File: config.mk
export PLATFORM = sky130hd
export DESIGN_NAME = imem_loader
export DESIGN_NICKNAME = d
export VERILOG_FILES = /design/src/rtl/imem_loader.sv
export SDC_FILE = /design/constraint.sdc
export NUM_CORES = 1
export LEC_CHECK = 0
export ABC_AREA = 1
export BUFFER_PORTS_ARGS = -buffer_cell sky130_fd_sc_hd__buf_2
export CAP_MARGIN = 30
export CELL_PAD_IN_SITES_DETAIL_PLACEMENT = 1
export CELL_PAD_IN_SITES_GLOBAL_PLACEMENT = 1
export CORE_AREA = 2 2 119 92
export CTS_CLUSTER_DIAMETER = 80
export DETAILED_ROUTE_END_ITERATION = 10
export DIE_AREA = 0 0 121 94
export PLACE_DENSITY = 0.87
export SKIP_CTS_REPAIR_TIMING = 1
export SYNTH_ARGS = -nofsm -noshare
export SYNTH_HDL_FRONTEND = slang
export SYNTH_SLANG_ARGS = --single-unit
File: constraint.sdc
create_clock -name clk -period 1.9 [get_ports clk]
set_input_delay 0.285 -clock clk [delete_from_list [all_inputs] [get_ports clk]]
set_output_delay 0.285 -clock clk [all_outputs]
set_load 0.005 [all_outputs]
File: src/rtl/imem_loader.sv
// Instruction memory loader: packs a big-endian byte stream into 32-bit words and
// writes them to consecutive word addresses from 0, holding the CPU in reset meanwhile.
module imem_loader #(
  parameter int MEM_BYTES = 4096,
  parameter int CNT_W     = 11
) (
  input  logic             clk,
  input  logic             reset,
  input  logic             start,
  input  logic [CNT_W-1:0] num_words,
  input  logic             abort,
  input  logic [7:0]       byte_data,
  input  logic             byte_valid,
  output logic             byte_ready,
  output logic             wr_en,
  output logic [31:0]      wr_addr,
  output logic [31:0]      wr_data,
  output logic             busy,
  output logic             done,
  output logic             cpu_hold
);

  localparam int               ADDR_W    = $clog2(MEM_BYTES);
  localparam logic [CNT_W-1:0] MEM_WORDS = CNT_W'(MEM_BYTES / 4);

  typedef enum logic [1:0] {S_IDLE, S_LOAD, S_WRITE, S_DONE} state_t;

  state_t             state_q, state_d;
  logic [CNT_W-1:0]   n_q, n_d;
  logic [CNT_W-1:0]   word_cnt_q, word_cnt_d;
  logic [1:0]         byte_cnt_q, byte_cnt_d;
  logic [ADDR_W-1:0]  addr_q, addr_d;
  logic [31:0]        data_q, data_d;
  logic [CNT_W-1:0]   n_clamped;

  assign n_clamped = (num_words > MEM_WORDS) ? MEM_WORDS : num_words;

  // NOTE: every signal written here gets its default first, so no path leaves it unassigned and no latch is inferred.
  always_comb begin
    state_d    = state_q;
    n_d        = n_q;
    word_cnt_d = word_cnt_q;
    byte_cnt_d = byte_cnt_q;
    addr_d     = addr_q;
    data_d     = data_q;

    case (state_q)
      S_IDLE, S_DONE: begin
        if (start) begin
          n_d        = n_clamped;
          word_cnt_d = '0;
          byte_cnt_d = '0;
          addr_d     = '0;
          state_d    = (n_clamped == '0) ? S_DONE : S_LOAD;
        end
      end
      S_LOAD: begin
        if (abort) begin
          state_d = S_IDLE;
        end else if (byte_valid) begin
          data_d     = {data_q[23:0], byte_data};
          byte_cnt_d = byte_cnt_q + 2'd1;
          if (byte_cnt_q == 2'd3) state_d = S_WRITE;
        end
      end
      S_WRITE: begin
        word_cnt_d = word_cnt_q + CNT_W'(1);
        // The final word keeps its address so the register never passes MEM_BYTES-4.
        if (word_cnt_d == n_q) begin
          state_d = abort ? S_IDLE : S_DONE;
        end else begin
          addr_d  = addr_q + ADDR_W'(4);
          state_d = abort ? S_IDLE : S_LOAD;
        end
      end
      default: state_d = S_IDLE;
    endcase
  end

  // NOTE: state registers use non-blocking assignments so every flop samples pre-edge values.
  always_ff @(posedge clk or posedge reset) begin
    if (reset) begin
      state_q    <= S_IDLE;
      n_q        <= '0;
      word_cnt_q <= '0;
      byte_cnt_q <= '0;
      addr_q     <= '0;
      data_q     <= '0;
    end else begin
      state_q    <= state_d;
      n_q        <= n_d;
      word_cnt_q <= word_cnt_d;
      byte_cnt_q <= byte_cnt_d;
      addr_q     <= addr_d;
      data_q     <= data_d;
    end
  end

  // Outputs decode straight from state so an asynchronous reset reaches them immediately.
  assign byte_ready = (state_q == S_LOAD);
  assign wr_en      = (state_q == S_WRITE);
  assign busy       = (state_q == S_LOAD) || (state_q == S_WRITE);
  assign done       = (state_q == S_DONE);
  assign cpu_hold   = (state_q != S_DONE);
  assign wr_addr    = {{(32-ADDR_W){1'b0}}, addr_q};
  assign wr_data    = data_q;

endmodule

Yosys cells after proc, flatten, opt, wreduce, memory -nomap -nowiden
Index checks and enable logic that the tools add are counted.
- flip-flop bits (word level): 70
- bits in latches: 0
- memory bits (writable): 0
- memory bits (read-only): 0
- input bits: 24
- output and inout bits: 69
- word-level logic and storage cells: 54
- memories: 0
- $add $sub $neg: 3
- multipliers: 0
- divide/modulo/power cells: 0
- magnitude comparators: 1
- equal/unequal tests: 12
- shift operators: 0
- muxes and demuxes: 19
- bitwise operators: 1
- reduce and logical (&&, ||, !) cells: 12
- operators with widths (operator ; count):
    $mux 12 ; 2
    $pmux 12 s2 ; 1
    $mux 11 ; 2
    $pmux 11 s2 ; 1
    $mux 2 ; 10
    $add 12x3->12 const B ; 1
    $add 11x1->11 const B ; 1
    $eq 11x11->1 ; 1
    $gt 11x11->1 const B ; 1
    $logic_not 11->1 ; 1
    $ne 2x2->1 const B ; 5
    $reduce_and 3->1 ; 3
    $eq 2x2->1 const B ; 3
    $pmux 2 s3 ; 1
    $pmux 2 s2 ; 1
    $reduce_and 2->1 ; 2
    $reduce_and 4->1 ; 1
    $reduce_bool 2->1 ; 2
    $ne 3x2->1 const B ; 1
    $ne 3x3->1 const B ; 1
    $add 2x1->2 const B ; 1
    $eq 2x1->1 const B ; 1
    $logic_not 2->1 ; 1
    $reduce_or 2->1 ; 1
    3 further kinds ; 3

Longest topological paths before layout
- depth after elaboration: 6
- gate-level depth with buffers: 16
- gate-level depth less buffers: 15

Worst setup path after synthesis
Ideal clock, no wire load.
- path type: register to register
- start: register state_q[0]
- end: register word_cnt_q[1]
- setup time: 131 ps
- arrival: 1755 ps
- slack: 13 ps
- stages on the path, launching flop included: 7
- cell sequence: dfrtp_1 inv_1 ha_1 clkinv_1 o21ai_0 clkbuf_1 o22ai_1
- elaborated cells on any way between the ends: 8
- classes of those cells: eq/ne: 3; mux: 1; reduce/logical: 4
- RTL lines (element ; line ; RTL):
    start, declared ; 28 ; state_t state_q, state_d;
    start signal, assigned ; 90 ; state_q <= state_d;
    $eq 2x2->1 * ; -- ;
    via wr_en ; 15 ; output logic wr_en,
    $reduce_bool 2->1 (no line) ; -- ;
    $reduce_and 2->1 (no line) ; -- ;
    end signal, assigned ; 92 ; word_cnt_q <= word_cnt_d;
    end, declared ; 30 ; logic [CNT_W-1:0] word_cnt_q, word_cnt_d;
The timed path passes the listed nets; every way through them passes the cells marked *.
A chain may end at the register's enable or synchronous reset.

Worst setup path after layout
- start: register word_cnt_q[0]
- end: register addr_q[4]
- longest elaborated chain between the ends: 4
- RTL lines (element ; line ; RTL):
    $add 11x1->11 ; 67 ; word_cnt_d = word_cnt_q + CNT_W'(1);
    $eq 11x11->1 ; 69 ; if (word_cnt_d == n_q) begin
    $ne 2x2->1 (no line) ; -- ;
    $reduce_and 3->1 (no line) ; -- ;
    end signal, assigned ; 94 ; addr_q <= addr_d;
    end, declared ; 32 ; logic [ADDR_W-1:0] addr_q, addr_d;
No other way between the ends.

==> flow_summary.yaml <==
yosys:
  yosysUniqueCellTypes: 31
  ys_ff_latch: 68
  syn_inst: 432
  synth_top_area_share_pct: 48.3
  synth_edf_count: 0
  async_reset_ff_share_pct: 100
  synthTopCellsByCount: "nand2_1, dfrtp_1, inv_1"
  yosys.area.top_type: "dfrtp_1"
  yosysMostFrequentCell: "nand2_1"
  yosysWarnings: 0
  yosysSeqAreaShare_pct: 48.3
  synthesis.area_um2: 3520
  synth.area.top_cells: "dfrtp_1, nand2_1, inv_1"
  postSynthAreaPerCell_um2: 8.16
  synth_ff_type: "dfrtp_1"
timing:
  fin_crit_ns: 2.06
  rsz0062_at_grt: "yes"
  relSlewSlack_pct: 65.5
  fin_crit_sh_pct: 108
  finalWorstSetupSlack_ns: -0.159
  finalSetupViolCount: 11
  maxSlewViolCount: 0
  fmax_mhz: 486
  clock_skew_ns: 0.00486
  tightestPinTransition_ns: 0.511
  hold_viol: 0
  whs_ns: 0.0306
die:
  num_rows: 32
  fp.dieW_um: 121
  die_h_um: 94
  die_area_um2: 11400
  coreArea_um2: 10100
  pin_count: 93
  initial_core_util_pct: 34.8
critical_path:
  crit_family: "simple AND/OR/NAND/NOR gates"
  required_ns: 2.17
  crit_path_cell_trace: "ha_4, nand2_4, nor2_4, buf_6, nand2_2, nand2_2, nand2_1, nand2_1, nor2_1, nand2_1, nor2_4, nand3_2, nand2_4, buf_6, nand2_2, o21ai_2"
  path_class: "flop to flop"
  critical_path_depth: 16
  cp_slowest_cell: "dfrtp_2"
  r2r_slack_ns: -0.16
  crit_path_start_kind: "flop"
  r2r_end: "addr_q[4]"
  worst-path-max-fanout: 5
  cpPeakStageDelay_ns: 0.44
  path_buf_inv: 2
  worstReg2RegStart: "word_cnt_q[0]"
  endpoint_kind: "flop"
  crit_arrival_ns: 2.33
  rr_worst_depth: 16
power:
  ir_drop_mv: 0.662
  cell_internal_pwr_w: 0.00419
  leakagePower_nw: 2.30
  power_frac_comb_pct: 38.6
  clkPwrFrac_pct: 26.9
  power_density_nw_per_um2: 1490
  p_sw_w: 0.00257
  switching_share_pct: 38.1
  seqPwrFrac_pct: 34.5
cts:
  cts_tree: "built"
  ctsRootBufferMaster: "clkbuf_16"
  cts_buffer_depth: 2
  cts_sinks: 68
  htreeDepth: 3
  clk_pin_slew_ns: 0.05
  cts_buffers: 9
  clk_latency_ns: 0.34
layout:
  final_core_util_pct: 44.9
  nFillCells: 1235
  syn2layout_area_growth_pct: 29.0
  drive_above_1_share_pct: 30.2
  seq_area_um2: 1710
  final_nets: 554
  n_antenna_cell: 0
  multiInputGateArea_um2: 1540
global_routing:
  grt_max_degree: 69
  grt_pass1_wl_mm: 16.0
  grt_usage_pct: 18.1
  antenna_found_initial: 0
  grt_pass1_vias: 3353
  grt_overflow_total: 0
place:
  pre_cts_ws_ns: -0.138
  numPortBuffers: 70
  hpwl_mm: 7.19
  place.gp.congestion: 0.858
hold_path:
  hold_class: "input pin to asynchronous set/reset pin"
run:
  drv_cap: 0
outcome:
  violations: "setup timing"
  status: "complete, but fails checks"
routing:
  finalWirelength_mm: 10.5
  drt_iter0_markers: 109
  dr.pass1.iters: 4
  via_count: 3258
  routed_via_density: 4.90
  avgRoutedWirePerCell_um: 15.8
  remaining_drc_errors: 0
  ant_nets: 0
==> worst register-to-register path, delay by kind of cell, from the launching register on <==
| kind | cells | cell delay (ns) |
|---|---|---|
| fa+ha+maj | 1 | 0.18 |
| buf+inv | 2 | 0.25 |
| simple gates | 12 | 1.05 |
| flops | 1 | 0.44 |
| compound gates | 1 | 0.05 |
==> sequential cells by signal, summed over array words and instances (netlist names) <==
signal      count
byte_cnt_q      2
word_cnt_q     11
addr_q         10
wr_data        32
state_q         2
n_q            11
==> layout by cell type, fill, tap and decap left out, types with 9 or more instances in the layout <==
master / count
nand3_1: 22
conb_1: 22
inv_1: 63
buf_2: 70
nand2_1: 74
clkbuf_16: 9
a21oi_1: 19
o21ai_0: 30
buf_4: 14
nand2_2: 18
dfrtp_1: 63
o21ai_2: 9
o22ai_1: 12
nor2_1: 36
==> worst max-delay path by stage <==
stage | start | endpoint
global placement | word_cnt_q[0] | addr_q[11]
CTS | word_cnt_q[0] | addr_q[11]
detailed placement | word_cnt_q[0] | addr_q[11]
global route | word_cnt_q[0] | addr_q[5]
floorplan | state_q[0] | word_cnt_q[1]
finish | word_cnt_q[0] | addr_q[4]
==> metal layers <==
| layer | vias up | track usage (%) | part of all wire (%) |
|---|---|---|---|
| met5 | - | 0 | 0 |
| met4 | 0 | 6.10 | 2.2 |
| met3 | 22 | 5.83 | 6.4 |
| met2 | 112 | 30.6 | 49 |
| met1 | 1621 | 21.9 | 42 |
| li1 | 1503 | - | - |
==> cell families after synthesis <==
| family | synth area share (%) |
|---|---|
| fa+ha+maj | 2.13 |
| xor+xnor | 1.88 |
| simple gates | 21.5 |
| flops | 48.3 |
| mux | 0.639 |
| other cells | 0.106 |
| compound gates | 12.3 |
| buf+inv | 13.2 |
==> through the flow <==
stage	area [µm²]	setup TNS (ns)	instances	total power, W
after global placement	4030	-0.00420	640	0.00451
final	4540	-1.53	665	0.00677
after global routing	4540	-2.68	665	0.00725
after floorplan	3610	0	453	0.00366
after detailed placement	4030	-1.20	640	0.00468
after CTS	4350	-2.01	656	0.00655
==> power groups by stage <==
stage | clock (W) | sequential [W] | combinational (W)
after global routing | 0.00191 | 0.00241 | 0.00293
after detailed placement | 0 | 0.00233 | 0.00235
final | 0.00182 | 0.00234 | 0.00261
after floorplan | 0 | 0.00228 | 0.00137
after CTS | 0.00186 | 0.00232 | 0.00236
after global placement | 0 | 0.00229 | 0.00222
==> final cells by class <==
type | instances | area share, %
clock buffers | 12 | 5.42
repair buffers | 90 | 11.9
inverters | 70 | 5.97
well taps | 136 | 3.74
clock inverters | 4 | 1.60
multi-input cells | 285 | 33.8
flip-flops and latches | 68 | 37.6
Note: power is estimated with default switching activity, not from simulation.
